`src/rtl/param_scan_decoder_pkg.sv`:
```
// param_scan_decoder_pkg: shared FSM state type and one-hot decode helper
package param_scan_decoder_pkg;
  typedef enum logic [1:0] {IDLE = 2'd0, DIRECT = 2'd1, SCAN = 2'd2} state_t;
  localparam int MAX_N = 256;
  function automatic logic [MAX_N-1:0] onehot(input logic [7:0] i, input int n);
    return (32'(i) < n) ? MAX_N'(1) << i : '0;
  endfunction
endpackage

```
`src/rtl/param_scan_decoder_tick_prescaler.sv`:
```
// param_scan_decoder_tick_prescaler: dwell counter, ticks once cnt reaches div
module param_scan_decoder_tick_prescaler #(
  parameter int DIV_W = 16
) (
  input  logic             clk,
  input  logic             rst_n,
  input  logic             clr,
  input  logic             cnt_en,
  input  logic [DIV_W-1:0] div,
  output logic             tick
);
  logic [DIV_W-1:0] cnt;
  // >= so that lowering div below the running count advances at once
  assign tick = cnt_en && (cnt >= div);
  always_ff @(posedge clk or negedge rst_n) begin
    if (!rst_n) cnt <= '0;
    else if (clr) cnt <= '0;
    else if (cnt_en) cnt <= tick ? '0 : cnt + 1'b1;
  end
endmodule

```
`src/rtl/param_scan_decoder.sv`:
```
// param_scan_decoder: registered N-to-2^N decoder with DIRECT and auto-SCAN modes
module param_scan_decoder
  import param_scan_decoder_pkg::*;
#(
  parameter int SEL_W      = 2,
  parameter int DIV_W      = 16,
  parameter int ACTIVE_LOW = 0
) (
  input  logic                clk,
  input  logic                rst_n,
  input  logic                en,
  input  logic                mode,
  input  logic [SEL_W-1:0]    sel,
  input  logic [DIV_W-1:0]    div,
  output logic [2**SEL_W-1:0] out,
  output logic [SEL_W-1:0]    idx,
  output logic                wrap
);
  localparam int N = 2**SEL_W;
  localparam logic [N-1:0] INACT = (ACTIVE_LOW != 0) ? '1 : '0;
  state_t state, ns;
  logic tick, adv, clr, cnt_en;
  logic [SEL_W-1:0] idx_n;
  always_comb begin
    ns = !en ? IDLE : (mode ? SCAN : DIRECT);
    // entry into SCAN restarts the dwell; IDLE leaves the count untouched
    clr = (ns == DIRECT) || (ns == SCAN && state != SCAN);
    cnt_en = (ns == SCAN) && (state == SCAN);
    adv = cnt_en && tick;
    idx_n = (ns == DIRECT) ? sel : (adv ? idx + 1'b1 : idx);
  end
  param_scan_decoder_tick_prescaler #(.DIV_W(DIV_W)) u_pre (
    .clk(clk), .rst_n(rst_n), .clr(clr), .cnt_en(cnt_en), .div(div), .tick(tick)
  );
  always_ff @(posedge clk or negedge rst_n) begin
    if (!rst_n) begin
      state <= IDLE;
      idx <= '0;
      wrap <= 1'b0;
      out <= INACT;
    end else begin
      state <= ns;
      idx <= idx_n;
      wrap <= adv && (idx == '1);
      out <= (ns == IDLE) ? INACT : N'(onehot(8'(idx_n), N)) ^ INACT;
    end
  end
endmodule
```
`config.mk`:
```
export PLATFORM = sky130hd
export DESIGN_NAME = param_scan_decoder
export DESIGN_NICKNAME = d
export VERILOG_FILES = /design/src/rtl/param_scan_decoder_pkg.sv /design/src/rtl/param_scan_decoder_tick_prescaler.sv /design/src/rtl/param_scan_decoder.sv
export SDC_FILE = /design/constraint.sdc
export NUM_CORES = 1
export LEC_CHECK = 0
export CAP_MARGIN = 0
export CORE_ASPECT_RATIO = 1.4
export CORE_MARGIN = 10
export CORE_UTILIZATION = 53
export CTS_CLUSTER_DIAMETER = 40
export DETAILED_ROUTE_END_ITERATION = 8
export HOLD_SLACK_MARGIN = 0.03
export PLACE_DENSITY = 0.8
export RECOVER_POWER = 50
export SLEW_MARGIN = 20
export SYNTH_ARGS = -nofsm -noshare
export SYNTH_HDL_FRONTEND = slang
export SYNTH_HIERARCHICAL = 1
export SYNTH_SLANG_ARGS = --single-unit
```
`constraint.sdc`:
```
create_clock -name clk -period 3.05 [get_ports clk]
set_input_delay 0.305 -clock clk [delete_from_list [all_inputs] [get_ports clk]]
set_output_delay 0.305 -clock clk [all_outputs]
set_load 0.02 [all_outputs]
```
==> results.txt <==
Among the stages of the critical path, the cell type that occurs most often is buf_4. The initial antenna violation count is 0. The proportion of synthesized flip-flops having asynchronous set or reset came out at 1.00. Timing would allow up to ~0.35 GHz.

The die is 67.7 microns wide. In this run, synthesis inferred 0 flip-flops with an integrated enable. The final-report hold violation count came out at 0. The number of buffers created by CTS is 3. dfrtp_1 takes more of the synthesized area than any other cell.

The sequential standard cell area came out at 626 sq um. The standard cell with the maximum stage delay on the critical path is clkdlybuf4s50_1. The post-layout worst setup margin is roughly 0.19 ns. The clock sink total is 25. During I/O placement, the number of pins put on the boundary was 29. Setup repair after global routing left no endpoint under its margin. Together, buffers and inverters on the worst path number 4. The post-synthesis instance area came out at 1690 sq um. The number of hold buffers added after cts is 0. The mean number of vias per cell is 5.98. The largest vdd supply drop is 0.313 mV. The unique cell type count in the Yosys netlist is 44. The number of cells in the design after placement is 257. For this run, design rule violations remaining after detail routing come to 0. The library cells used most frequently in the layout, excluding fill and tap cells, are dfrtp_1, clkdlybuf4s50_1, inv_1. The category of the most critical setup path is input pin to flip-flop.

Sorting the synthesized cells by area gives the leading types as dfrtp_1, ha_1, inv_1, nand2_1, nand3_1. The number of setup violations in the final report came out at 0. The arrival time reported for the critical path endpoint came out at 3.02 ns. The longest clock path from root to sink contains 2 buffers. The mean instance size in the synthesized netlist is 9.14 sq um. The routed design has 4.24 mm of wire.

Among all flip-flop cells after synthesis, the most frequent one is dfrtp_1. The endpoint class of the critical path is a flip-flop. Counting instances, the worst hold path has a depth of 1. For the pin with the worst max-slew slack, the measured transition is 1.37 ns. The first-pass GRT wire length came out at between 7 and 8 mm. The final period utilization came out at 0.936. The number of gates on the worst path with buffers counted is 13. The area of the core is 3090 sq um. The setup total negative slack is 0 ns. The kind of cell adding the most delay to the critical path is simple AND/OR/NAND/NOR gates. The leakage power came out at 1.00 nW. The worst hold margin came out at 0.537 ns. The total power is 0.665 mW. The via count of the first global-routing pass came out at 1603. For this design the ratio of total power to cell area is 314 nW/um^2.

The setup skew after layout is 0.00176 ns. The antenna diode instance count is 0. The critical path goes through clkdlybuf4s50_1 -> inv_1 -> ha_1 -> nand4_1 -> or3_1 -> a2111oi_2 -> buf_4 -> nor3_1 -> nor2b_1 -> buf_4 -> a211o_1 -> nand3_2 -> and3_1.

Once detailed placement completed, the half-perimeter wirelength came to 3.31 mm. The global placer's final weighted congestion is 0.805. The number of flip-flops and latches in the synthesized netlist is 25. In this run the number of H-tree levels came out at 1. The layout overhead on the synthesized area came out at 25.3%. The final route contains ~1600 vias. The die covers 5880 sq um. The first routing iteration left 74 violations.

The buffer cell driving the clock tree root is clkbuf_8. The worst-case reg-to-reg path depth is 11. The worst hold path belongs to the class flip-flop to flip-flop. The highest cell delay on the worst timing path came out at 0.45 ns.

The height of the die came out at ~87 microns. For this run, the post-layout net count is 263. The flow ran to the end, and the final reports show no timing, DRC or antenna violations. The overall overflow remaining after global route came out at 0. Fill cells in the final layout number 245. The fraction of synthesized cell area taken by the top area cell type came out at 0.370. For this run, the total global-route usage over all layers was measured as 0.151. The highest fanout seen on the critical path came out at 6. The post-synthesis sequential area ratio came out at 0.370. The total nets after synthesis came out at about 230. The starting utilization of the core area is 0.547.

The total area of multi-input combinational cells is a little under 1000 sq um. In the final layout, the share of cells above drive strength 1 is 0.0946. The number of cell rows came out at 24.

The first detailed-routing pass ran for 4 iterations. The clock latency at the later pin of the worst-skew pair is between 0.2 and 0.3 ns. The count of placed standard cells in the final layout, fillers left out is 261. The CTS tree is done.

Dividing the detail-routed wire length by the instance count gives 16.2 microns. In this run the remaining antenna-violating nets after routing total 0. Max-cap violations in this run came to 0.

STA classifies the critical path startpoint as an input pin. Counting I/O delays and the setup requirement, the final critical path takes 2.86 ns. The max-slew violation count came out at 0. The clock transition at the registers of the reported paths came out at 0.08 ns.

In this run the tool buffered the top-level ports with 28 buffer cells. The gate count after technology mapping came out at 185. The required time of the critical path is 3.22 ns. The number of synthesis warnings came out at 6. In this run the tightest slew margin relative to its limit is 0.0897.

The pin count of the biggest net entering global routing came out at 26. The worst slack at placement is -0.182 ns.
## layer usage
layer	global-route usage	share of wire	routed length [microns]
met5	0	0	0
met4	0.0880	0.023	97
met3	0.0439	0.058	246
met2	0.253	0.53	2240
met1	0.161	0.39	1650
## timing repair
action,4_1_cts,5_1_grt
setup endpoints to repair,0,3
buffers inserted,0,0
gates resized for setup,0,3
## stage by stage
stage,instance area (sq um),utilization
after global routing,2120,0.685
after detailed placement,2070,0.668
after floorplan,1690,-
after CTS,2110,0.682
after global placement,2070,0.668
final,2120,0.685
## cells in the mapped netlist, types with 2 or more instances
cell type	number
dfrtp_1	25
inv_1	22
ha_1	18
nand2_1	16
nand3_1	10
nor2_1	7
a21oi_1	6
a31oi_1	5
and3_1	5
nand4_1	5
nor3_1	5
o21ai_0	5
a22o_1	4
nand2b_1	4
nor2b_1	4
o311ai_1	4
nand4b_1	3
o22ai_1	3
a211o_1	2
a21o_1	2
buf_2	2
clkbuf_1	2
mux2i_1	2
nand3b_1	2
or2_2	2
or3_1	2
## state kept, by name, indices dropped and copies added, names as in the netlist
name / count
out: 4
u_pre/cnt: 16
wrap: 1
idx: 2
state: 2
## power by group
part / switching [mW] / internal (mW)
combinational: 0.0592 / 0.0614
clock: 0.105 / 0.0937
sequential: 0.00496 / 0.340
total: 0.169 / 0.495
## final timing paths
kind	from	endpoint	slack, ns
max	div[13]	out[1]	0.19
max in group asynchronous	rst_n	u_pre/cnt[8]	1.39
min	u_pre/cnt[3]	u_pre/cnt[3]	0.54
min in group asynchronous	rst_n	out[2]	0.86
min reg2reg	u_pre/cnt[3]	u_pre/cnt[3]	0.54
max reg2reg	u_pre/cnt[13]	out[1]	0.23
## cell type report
| class | count | share of cell area |
|---|---|---|
| Timing Repair Buffer | 38 | 0.166 |
| Tap cell | 39 | 0.0230 |
| Sequential cell | 25 | 0.295 |
| Inverter | 22 | 0.0390 |
| Clock buffer | 4 | 0.0213 |
| Multi-Input combinational cell | 133 | 0.455 |
## cell families (layout without fill, tap and decap cells)
kind of cell	Yosys count	count (layout)	share of synthesized area
AOI/OAI and AO/OA	40	40	0.175
muxes	2	2	0.0118
buffers and inverters	27	64	0.0659
DFF	25	25	0.370
and+or+nand+nor	73	73	0.244
adders and majority gates	18	18	0.133
No activity file was read; power rests on OpenSTA's default activity.
==> RTL edit: new RTL, config.mk and constraints unchanged <==
Remove the register `out`: a continuous assignment takes its place, so the output `out` follows one clock earlier.
--- a/src/rtl/param_scan_decoder.sv
+++ b/src/rtl/param_scan_decoder.sv
@@ -37,12 +37,12 @@
       state <= IDLE;
       idx <= '0;
       wrap <= 1'b0;
-      out <= INACT;
     end else begin
       state <= ns;
       idx <= idx_n;
       wrap <= adv && (idx == '1);
-      out <= (ns == IDLE) ? INACT : N'(onehot(8'(idx_n), N)) ^ INACT;
     end
   end
+
+  assign out = (ns == IDLE) ? INACT : N'(onehot(8'(idx_n), N)) ^ INACT;
 endmodule
Function: changed (a bounded check fails within 4 cycles, from zero or initial values and one cycle with rst_n low).
==> RTL edit against the unedited design <==
  * The run now ends with negative setup slack left
  * Sequential cell count shrank 4
  * Final cell count increased by 6.9%
  * Setup slack worse by 0.26 ns
  * Combinational power rose by 13%
  * Global-route usage grew 2.6 points
  * Power decreased by 8.3%
  * Synthesized area fell by 5.9%
  * Wire length grew 18%
  * First-iteration DRC count grew 84%
  * Final area is 8.7% higher
  * Synthesized cell count down 2.2%
  * Critical path type is now reg -> out
  * Largest cell class unchanged
  * Highest routed layer unchanged
==> RTL edit: results (changes against the unedited design) <==
- Status: complete, but fails checks (was completed)
- Failing checks: negative setup slack
- Reg2reg end: u_pre/cnt[3]$_DFFE_PN0P_ (was out[1]$_DFF_PN0_)
- Total GRT Usage: 17.7% (was 15.1%)
- Placed insts: 270 (was 257)
- 1st-iter DRT viols: 136 (was 74)
- Maximum vdd drop: 252 uV (was 313 uV)
- Static power due to leakage: 1.11 nW (was 1.00 nW)
- RePlAce Congestion: 0.795 (was 0.805)
- Clock Sinks: 21 (was 25)
- Drt first pass iters: 4 (unchanged)
- YS warnings: 6 (unchanged)
- Reg2Reg Setup Slack: 0.23 ns (about the same)
- DPL Wire Length: 3500 um (was 3310 um)
- Routed wl met2: 2770 um (was 2240 um)
- Int Pwr: 0.446 mW (was 0.495 mW)
- Worst-margin pin slew: 0.971 ns (was 1.37 ns)
- Clock buffer depth: 2 (unchanged)
- Met3 WL post-DR: 329 um (was 246 um)
- DRT met1 WL: 1810 um (was 1650 um)
- Post-route insts no fill: 279 (was 261)
- Setup violations, final: 3 (was 0)
- Worst r2r src: u_pre/cnt[15]$_DFFE_PN0P_ (was u_pre/cnt[13]$_DFFE_PN0P_)
- Via count: 1699 (was 1560)
- Vias in the first global route: 1798 (was 1603)
- Final net count: 283 (was 263)
- Final Worst Setup Slack: -0.0661 ns (was 0.195 ns)
- Register area share after synthesis: 33.0% (was 37.0%)
- Largest net degree at the start of global routing: 22 (was 26)
- CP arrival: 2.81 ns (was 3.02 ns)
- WHS: 0.580 ns (was 0.537 ns)
- Layout Skew: 0.00116 ns (was 0.00176 ns)
- Wirelength per Cell: 17.9 um (was 16.2 um)
- Top Registers: u_pre/cnt: 16 flops, idx: 2 flops, state: 2 flops (was u_pre/cnt: 16 flops, out: 4 flops)
- Synth cell count leaders: inv_1, dfrtp_1, ha_1 (was dfrtp_1, inv_1, ha_1)
- Syn Nets: 221 (was 225)
- First-pass GRT wire length: 8160 um (was 7080 um)
- FFs w/ async S/R, synth: 100% (unchanged)
- R2R depth: 10 (was 11)
- Worst hold path type: in -> async (was reg -> reg)
- Syn Inst Count: 181 (was 185)
- Layout cell share with drive strength beyond 1: 27.3% (was 9.46%)
- Area contributors post-synth: dfrtp_1, ha_1, inv_1 (unchanged)
- Dpl cell area: 2120 um2 (was 2070 um2)
- Max Fanout on Critical Path: 4 (was 6)
[RTL edit: cell types whose count changed after synthesis, sizes merged]
cell,delta
dfrtp,-4
[RTL edit: logic make-up (layout without fill, tap and decap cells)]
kind of cell	Yosys count	count (layout)	synth area share, %
and+or+nand+nor	73	73	25.9
AOI/OAI and AO/OA	40	40	18.6
buffers and inverters	27	88	7.00
DFF	21	21	33.0
adders and majority gates	18	18	14.2
muxes	2	2	1.26
[RTL edit: stage by stage]
stage | TNS [ns] | setup slack [ns]
after detailed placement | -3.43 | -0.851
after floorplan | 0 | 0.0101
after CTS | -0.0337 | -0.0287
after global placement | -2.80 | -0.716
final | -0.154 | -0.0661
after global routing | -0.680 | -0.193
[RTL edit: power groups by stage]
stage	Combinational, mW	Sequential, mW	Clock [mW]
floorplan	0.0522	0.297	0
global placement	0.117	0.293	0
detailed placement	0.122	0.293	0
CTS	0.132	0.287	0.184
global route	0.149	0.288	0.204
finish	0.137	0.288	0.184
[RTL edit: worst max-delay path by stage]
stage | start | end | slack [ns] | cells after the start
5_1_grt | u_pre/cnt[13]$_DFFE_PN0P_ | out[1] | -0.19 | 11
2_1_floorplan | u_pre/cnt[13]$_DFFE_PN0P_ | out[3] | 0.01 | 9
3_3_place_gp | div[13] | out[1] | -0.72 | 13
4_1_cts | u_pre/cnt[15]$_DFFE_PN0P_ | out[0] | -0.03 | 11
3_5_place_dp | div[13] | out[3] | -0.85 | 13
6_report | u_pre/cnt[15]$_DFFE_PN0P_ | out[0] | -0.07 | 11
[RTL edit: worst max-delay path: stages, from the launching register on]
cell	delay, ns
dfrtp_1	0.40
ha_1	0.31
nand4_1	0.11
buf_4	0.13
nor2_2	0.03
or4_4	0.52
nor3_4	0.21
nor2b_4	0.08
a31o_1	0.24
o22ai_1	0.15
nor3b_2	0.20
buf_4	0.17
[RTL edit: cell type report]
cell class | count | area (um2)
repair buffers | 62 | 519
clock buffers | 4 | 45.0
multi-input cells | 133 | 1080
well taps | 37 | 46.3
flip-flops and latches | 21 | 526
inverters | 22 | 82.6
fillers | 190 | 576
[RTL edit: routing by layer]
metal | track usage (%) | up-vias
met3 | 3.42 | 10
li1 | - | 782
met5 | 0 | -
met1 | 18.5 | 822
met4 | 4.97 | 0
met2 | 33.5 | 85
[RTL edit: repair_timing]
action | in CTS | in global routing
pin swaps | 24 | 1
endpoints found under the setup margin | 4 | 4
buffers inserted | 5 | 1
resized for setup | 47 | 2
